==> config.mk <==
export PLATFORM = sky130hd
export DESIGN_NAME = ysyx_25040111_ifetch_axi
export DESIGN_NICKNAME = d
export VERILOG_FILES = /design/src/rtl/ysyx_25040111_ifetch_axi.sv
export SDC_FILE = /design/constraint.sdc
export NUM_CORES = 1
export LEC_CHECK = 0
export ABC_AREA = 1
export ABC_CLOCK_PERIOD_IN_PS = 1400
export BUFFER_PORTS_ARGS = -buffer_cell sky130_fd_sc_hd__buf_2
export CORE_ASPECT_RATIO = 1.2
export CORE_MARGIN = 1
export CORE_UTILIZATION = 44
export CTS_CLUSTER_DIAMETER = 30
export DETAILED_ROUTE_END_ITERATION = 6
export GPL_TIMING_DRIVEN = 0
export HOLD_SLACK_MARGIN = 0.05
export PLACE_DENSITY = 0.77
export SETUP_SLACK_MARGIN = 0.2
export SLEW_MARGIN = 20
export SYNTH_ARGS = -nofsm -noshare
export SYNTH_HDL_FRONTEND = slang
export SYNTH_SLANG_ARGS = --single-unit
==> constraint.sdc <==
create_clock -name clk -period 1.4 [get_ports clk]
set_input_delay 0.21 -clock clk [delete_from_list [all_inputs] [get_ports clk]]
set_output_delay 0.21 -clock clk [all_outputs]
set_load 0.01 [all_outputs]
==> src/rtl/ysyx_25040111_ifetch_axi.sv <==
// Instruction-fetch AXI4-Lite read master: one outstanding read per fetch request,
// returning the word with a one-cycle if_ok pulse and error/hang diagnostics.
module ysyx_25040111_ifetch_axi #(
    parameter int unsigned HANG_LIMIT = 1023,
    parameter logic [31:0] NOP_INST   = 32'h0000_0013
) (
    input  logic        clk,
    input  logic        reset,
    input  logic        if_start,
    input  logic [31:0] pc,
    output logic [31:0] inst_t,
    output logic        if_ok,
    output logic        fetch_err,
    output logic        fetch_hang,
    output logic        busy,
    output logic [31:0] araddr,
    output logic        arvalid,
    input  logic        arready,
    input  logic [31:0] rdata,
    input  logic [1:0]  rresp,
    input  logic        rvalid,
    output logic        rready,
    output logic [1:0]  state_dbg
);

    localparam int CW = (HANG_LIMIT < 1) ? 1 : $clog2(HANG_LIMIT + 1);
    localparam logic [CW-1:0] HANG_MAX = CW'(HANG_LIMIT);
    localparam logic [CW-1:0] CNT_ONE  = CW'(1);

    typedef enum logic [1:0] {
        IDLE = 2'd0,
        ADDR = 2'd1,
        DATA = 2'd2,
        DONE = 2'd3
    } state_t;

    state_t        state;
    state_t        state_nxt;
    logic [CW-1:0] hang_cnt;
    logic          aligned;

    assign aligned = (pc[1:0] == 2'b00);

    // Handshakes: a beat transfers on the rising edge where valid && ready are both 1;
    // arvalid/rready come only from the registered state, so neither depends on bus inputs.
    assign arvalid    = (state == ADDR);
    assign rready     = (state == DATA);
    assign if_ok      = (state == DONE);
    assign busy       = (state != IDLE);
    assign fetch_hang = ((state == ADDR) || (state == DATA)) && (hang_cnt == HANG_MAX);
    assign state_dbg  = state;

    always_ff @(posedge clk or negedge reset) begin
        if (!reset) begin
            state <= IDLE;
        end else begin
            state <= state_nxt;
        end
    end

    always_comb begin
        state_nxt = state;
        case (state)
            IDLE: if (if_start) state_nxt = aligned ? ADDR : DONE;
            ADDR: if (arready)  state_nxt = DATA;
            DATA: if (rvalid)   state_nxt = DONE;
            DONE: state_nxt = IDLE;
            default: state_nxt = IDLE;
        endcase
    end

    always_ff @(posedge clk or negedge reset) begin
        if (!reset) begin
            araddr    <= '0;
            inst_t    <= '0;
            fetch_err <= 1'b0;
            hang_cnt  <= '0;
        end else begin
            case (state)
                IDLE: begin
                    if (if_start) begin
                        if (aligned) begin
                            araddr   <= pc;
                            hang_cnt <= '0;
                        end else begin
                            inst_t    <= NOP_INST;
                            fetch_err <= 1'b1;
                        end
                    end
                end
                ADDR: begin
                    if (hang_cnt != HANG_MAX) hang_cnt <= hang_cnt + CNT_ONE;
                end
                DATA: begin
                    if (hang_cnt != HANG_MAX) hang_cnt <= hang_cnt + CNT_ONE;
                    // Data is only sampled on the R handshake edge; a non-OKAY beat yields a NOP.
                    if (rvalid) begin
                        if (rresp == 2'b00) begin
                            inst_t <= rdata;
                        end else begin
                            inst_t    <= NOP_INST;
                            fetch_err <= 1'b1;
                        end
                    end
                end
                DONE: begin
                    fetch_err <= 1'b0;
                end
                default: begin
                    fetch_err <= 1'b0;
                end
            endcase
        end
    end

endmodule

==> flow_metrics.tcl <==
set metrics [dict create \
    status "finished with violations" \
    violations "DRC, setup timing" \
    clock_power_share 0.138 \
    worst_vdd_ir_mv 1.888 \
    synth.cell_area_mm2 0.003568 \
    route.detailed.wl_per_inst_um 15.63 \
    clkTransAtPathRegs_ns 0.09 \
    mappedNetlistNets 410 \
    post_route_cells_drive_above_1_share 0.6574 \
    antenna_found_initial 0 \
    worstPathCellList "inv_4 > ha_4 > buf_6 > nand2_2 > inv_2 > nand3_4 > inv_2 > buf_6" \
    syn_area_per_cell_um2 10.72 \
    ios 143 \
    first_pass_iters 6 \
    first_pass_grt_wire_length_um 14380 \
    drt-initial-drc-count 135 \
    synth_warnings 0 \
    maxCapViolCount 0 \
    cts-root-to-sink-buffers 2 \
    post-route-drc-count 21 \
    largest_fanout_on_the_critical_path 2 \
    io_buffer_count 142 \
    grt_use_total 0.2191 \
    power.sequential.fraction 0.271 \
    p_sw_frac 0.3929 \
    min_path_type "primary input to flop" \
    combPwrFrac 0.591 \
    htree_levels 3 \
    synthesis.instances 333 \
    timing_max_transition_violations_final 0 \
    clock_skew_ns 0.01657 \
    vias 3175 \
    p_sw_uw 5054 \
    synth_commonest_cells "sky130_fd_sc_hd__nand2_1, sky130_fd_sc_hd__dfrtp_1, sky130_fd_sc_hd__o21ai_2" \
    synth_top_cells_by_area "sky130_fd_sc_hd__dfrtp_1, sky130_fd_sc_hd__nand2_1, sky130_fd_sc_hd__mux2_2" \
    finalCriticalPeriod_ns 1.685 \
    final-setup-viol-count 80 \
    rows 35 \
    finalCritPeriodShare 1.203 \
    rsz0062_at_grt "yes" \
    yosysSeqAreaShare 0.5400 \
    drt-vias-per-instance 5.024 \
    synth_largest_area_cell "sky130_fd_sc_hd__dfrtp_1" \
    max_clock_freq_mhz 593.6 \
    synth_async_sr_flop_share 1.000 \
    antenna-diode-count 0 \
    area_growth_syn_to_layout_pct 62.17 \
    p_int_uw 7809 \
    cts-buffers-inserted 9 \
    critPathMaxStageDelay_ns 0.44 \
    die-height_um 100.7 \
    grt_remaining_overflow 0 \
    setup_crit_start_kind "flop" \
    power.density_mw_per_mm2 2223 \
    synth-seq-cells 77 \
    power.leakage_uw 0.003003 \
    tritoncts "done" \
    layout.nets 612 \
    die_area_mm2 0.008476 \
    numClockSinks 77 \
    vias_in_the_first_global_route 3031 \
    wl_um 9877 \
    synth-main-ff-cell "sky130_fd_sc_hd__dfrtp_1" \
    setup.worst_path.class "flop to primary output" \
    setup_tns_ns -18.05 \
    clock_root_buffer "sky130_fd_sc_hd__clkbuf_8" \
    clock_latency_of_the_later_clocked_register_in_the_worst_skew_pair_ns 0.35 \
    post_synth_edffs 0 \
    timing.critical_path.to_type "primary output" \
    maxSlewHeadroom 0.7996 \
    initial_utilization 0.4604 \
    die-width_um 84.21 \
    core-area_mm2 0.007751 \
    fin_ws_ns -0.2847 \
    synthDistinctLibCells 26 \
    synth.top_cell.area_share 0.5400 \
    critical-path-slowest-cell "sky130_fd_sc_hd__dfrtp_2" \
    post-synth-top-count-cell "sky130_fd_sc_hd__nand2_1" \
    worst-slew-pin-transition_ns 0.2996 \
    dp_hpwl_um 5827 \
    weighted_congestion_at_the_end_of_routability_driven_global_placement 0.7969 \
    drt.antenna.violating_nets 0 \
    worst_ep_required_time_ns 1.19 \
    hold_viol_final 0 \
    worstPathArrival_ns 1.47 \
    grt_start_max_net_pins 60 \
    dpl_ws_ns -0.3019 \
]
-- per-stage QoR --
stage / util / hold WS (ns) / cell area [um2] / power [uW] / cells
finish: 0.7466 / 0.08341 / 5787 / 12860 / 632
global route: 0.7466 / 0.06308 / 5787 / 13500 / 632
CTS: 0.6733 / 0.07188 / 5219 / 10910 / 618
detailed placement: 0.5827 / 0.1116 / 4517 / 7917 / 568
global placement: 0.5789 / 0.4429 / 4487 / 7769 / 567
floorplan: - / -0.08559 / 3661 / 6471 / 333
-- power groups by stage --
stage	sequential, uW	clock (uW)	combinational (uW)
after floorplan	3750	0	2730
after global placement	3380	0	4390
after detailed placement	3420	0	4490
after CTS	3360	1800	5750
after global routing	3560	1900	8040
final	3490	1770	7600
-- path summary, 6_finish.rpt --
| path | from | end | slack [ns] | depth (start not counted) |
|---|---|---|---|---|
| max in group asynchronous | reset | inst_t[13] | 0.54 | 3 |
| max | state_dbg[1] | fetch_hang | -0.28 | 8 |
| min in group asynchronous | reset | inst_t[6] | 0.27 | 2 |
| min | pc[23] | araddr[23] | 0.08 | 2 |
| max reg2reg | state_dbg[1] | inst_t[8] | -0.28 | 10 |
| min reg2reg | inst_t[19] | inst_t[19] | 0.49 | 2 |
-- registers in the layout, summed over array words and instances, names as in the netlist --
register,count
hang_cnt,10
araddr,32
fetch_err,1
inst_t,32
state_dbg,2
-- cell type report --
cell class / count / area [um2]
sequential: 77 / 1929
fill: 502 / 1964
tap: 92 / 115.1
clock buffer: 10 / 137.6
clock inverter: 6 / 68.82
inverter: 22 / 92.59
multi-input combinational: 220 / 1808
buffer: 15 / 225.2
timing repair buffer: 190 / 1410
-- metal layers --
layer / track usage / routed length (um)
met5: 0 / 0
met4: 0.09549 / 293
met3: 0.04914 / 477
met2: 0.3707 / 5294
met1: 0.2707 / 3810
-- cells by family (layout without fill, tap and decap cells) --
logic type                 Yosys count  after routing  synth area share
AOI/OAI and AO/OA                   49             50            0.1150
xor gates and xnor gates             2              2          0.004910
adders and majority gates            6              6           0.02104
buffers and inverters               37            243           0.06171
DFF                                 77             77            0.5400
muxes                               30             30           0.09467
and+or+nand+nor                    132            132            0.1627
-- placed cells by master (no fill, tap or decap), types with 2 or more instances in the layout --
| cell type | count |
|---|---|
| sky130_fd_sc_hd__o21ai_2 | 38 |
| sky130_fd_sc_hd__nand2_1 | 66 |
| sky130_fd_sc_hd__inv_2 | 4 |
| sky130_fd_sc_hd__buf_12 | 10 |
| sky130_fd_sc_hd__nand2_2 | 8 |
| sky130_fd_sc_hd__inv_4 | 2 |
| sky130_fd_sc_hd__mux2_4 | 4 |
| sky130_fd_sc_hd__inv_1 | 15 |
| sky130_fd_sc_hd__buf_8 | 7 |
| sky130_fd_sc_hd__dfrtp_1 | 75 |
| sky130_fd_sc_hd__o21ai_1 | 6 |
| sky130_fd_sc_hd__clkbuf_16 | 2 |
| sky130_fd_sc_hd__nor2_1 | 9 |
| sky130_fd_sc_hd__nand3_4 | 3 |
| sky130_fd_sc_hd__clkbuf_8 | 10 |
| sky130_fd_sc_hd__nand3_2 | 2 |
| sky130_fd_sc_hd__nor2_4 | 3 |
| sky130_fd_sc_hd__xor2_1 | 2 |
| sky130_fd_sc_hd__ha_4 | 5 |
| sky130_fd_sc_hd__buf_16 | 6 |
| sky130_fd_sc_hd__a21oi_4 | 2 |
| sky130_fd_sc_hd__buf_4 | 16 |
| sky130_fd_sc_hd__buf_2 | 135 |
| sky130_fd_sc_hd__o21ai_4 | 2 |
| sky130_fd_sc_hd__mux2_2 | 26 |
| sky130_fd_sc_hd__dfrtp_2 | 2 |
| sky130_fd_sc_hd__inv_6 | 3 |
| sky130_fd_sc_hd__nand2_4 | 32 |
| sky130_fd_sc_hd__buf_6 | 27 |
| sky130_fd_sc_hd__nand3_1 | 6 |
-- timing repair --
action | 4_1_cts | 5_1_grt
setup buffers | 26 | 10
endpoints found under the hold margin | 18 | 0
cloned | 7 | 4
hold buffers | 1 | 0
pin swaps | 2 | 8
resized for setup | 39 | 95
endpoints found under the setup margin | 82 | 84
-- critical path: cells and delay by family, from the launching register on --
kind / cells / cell delay [ns]
simple gates: 2 / 0.13
flops: 1 / 0.44
buf+inv: 5 / 0.38
fa+ha+maj: 1 / 0.20
No activity file was read; power rests on OpenSTA's default activity.
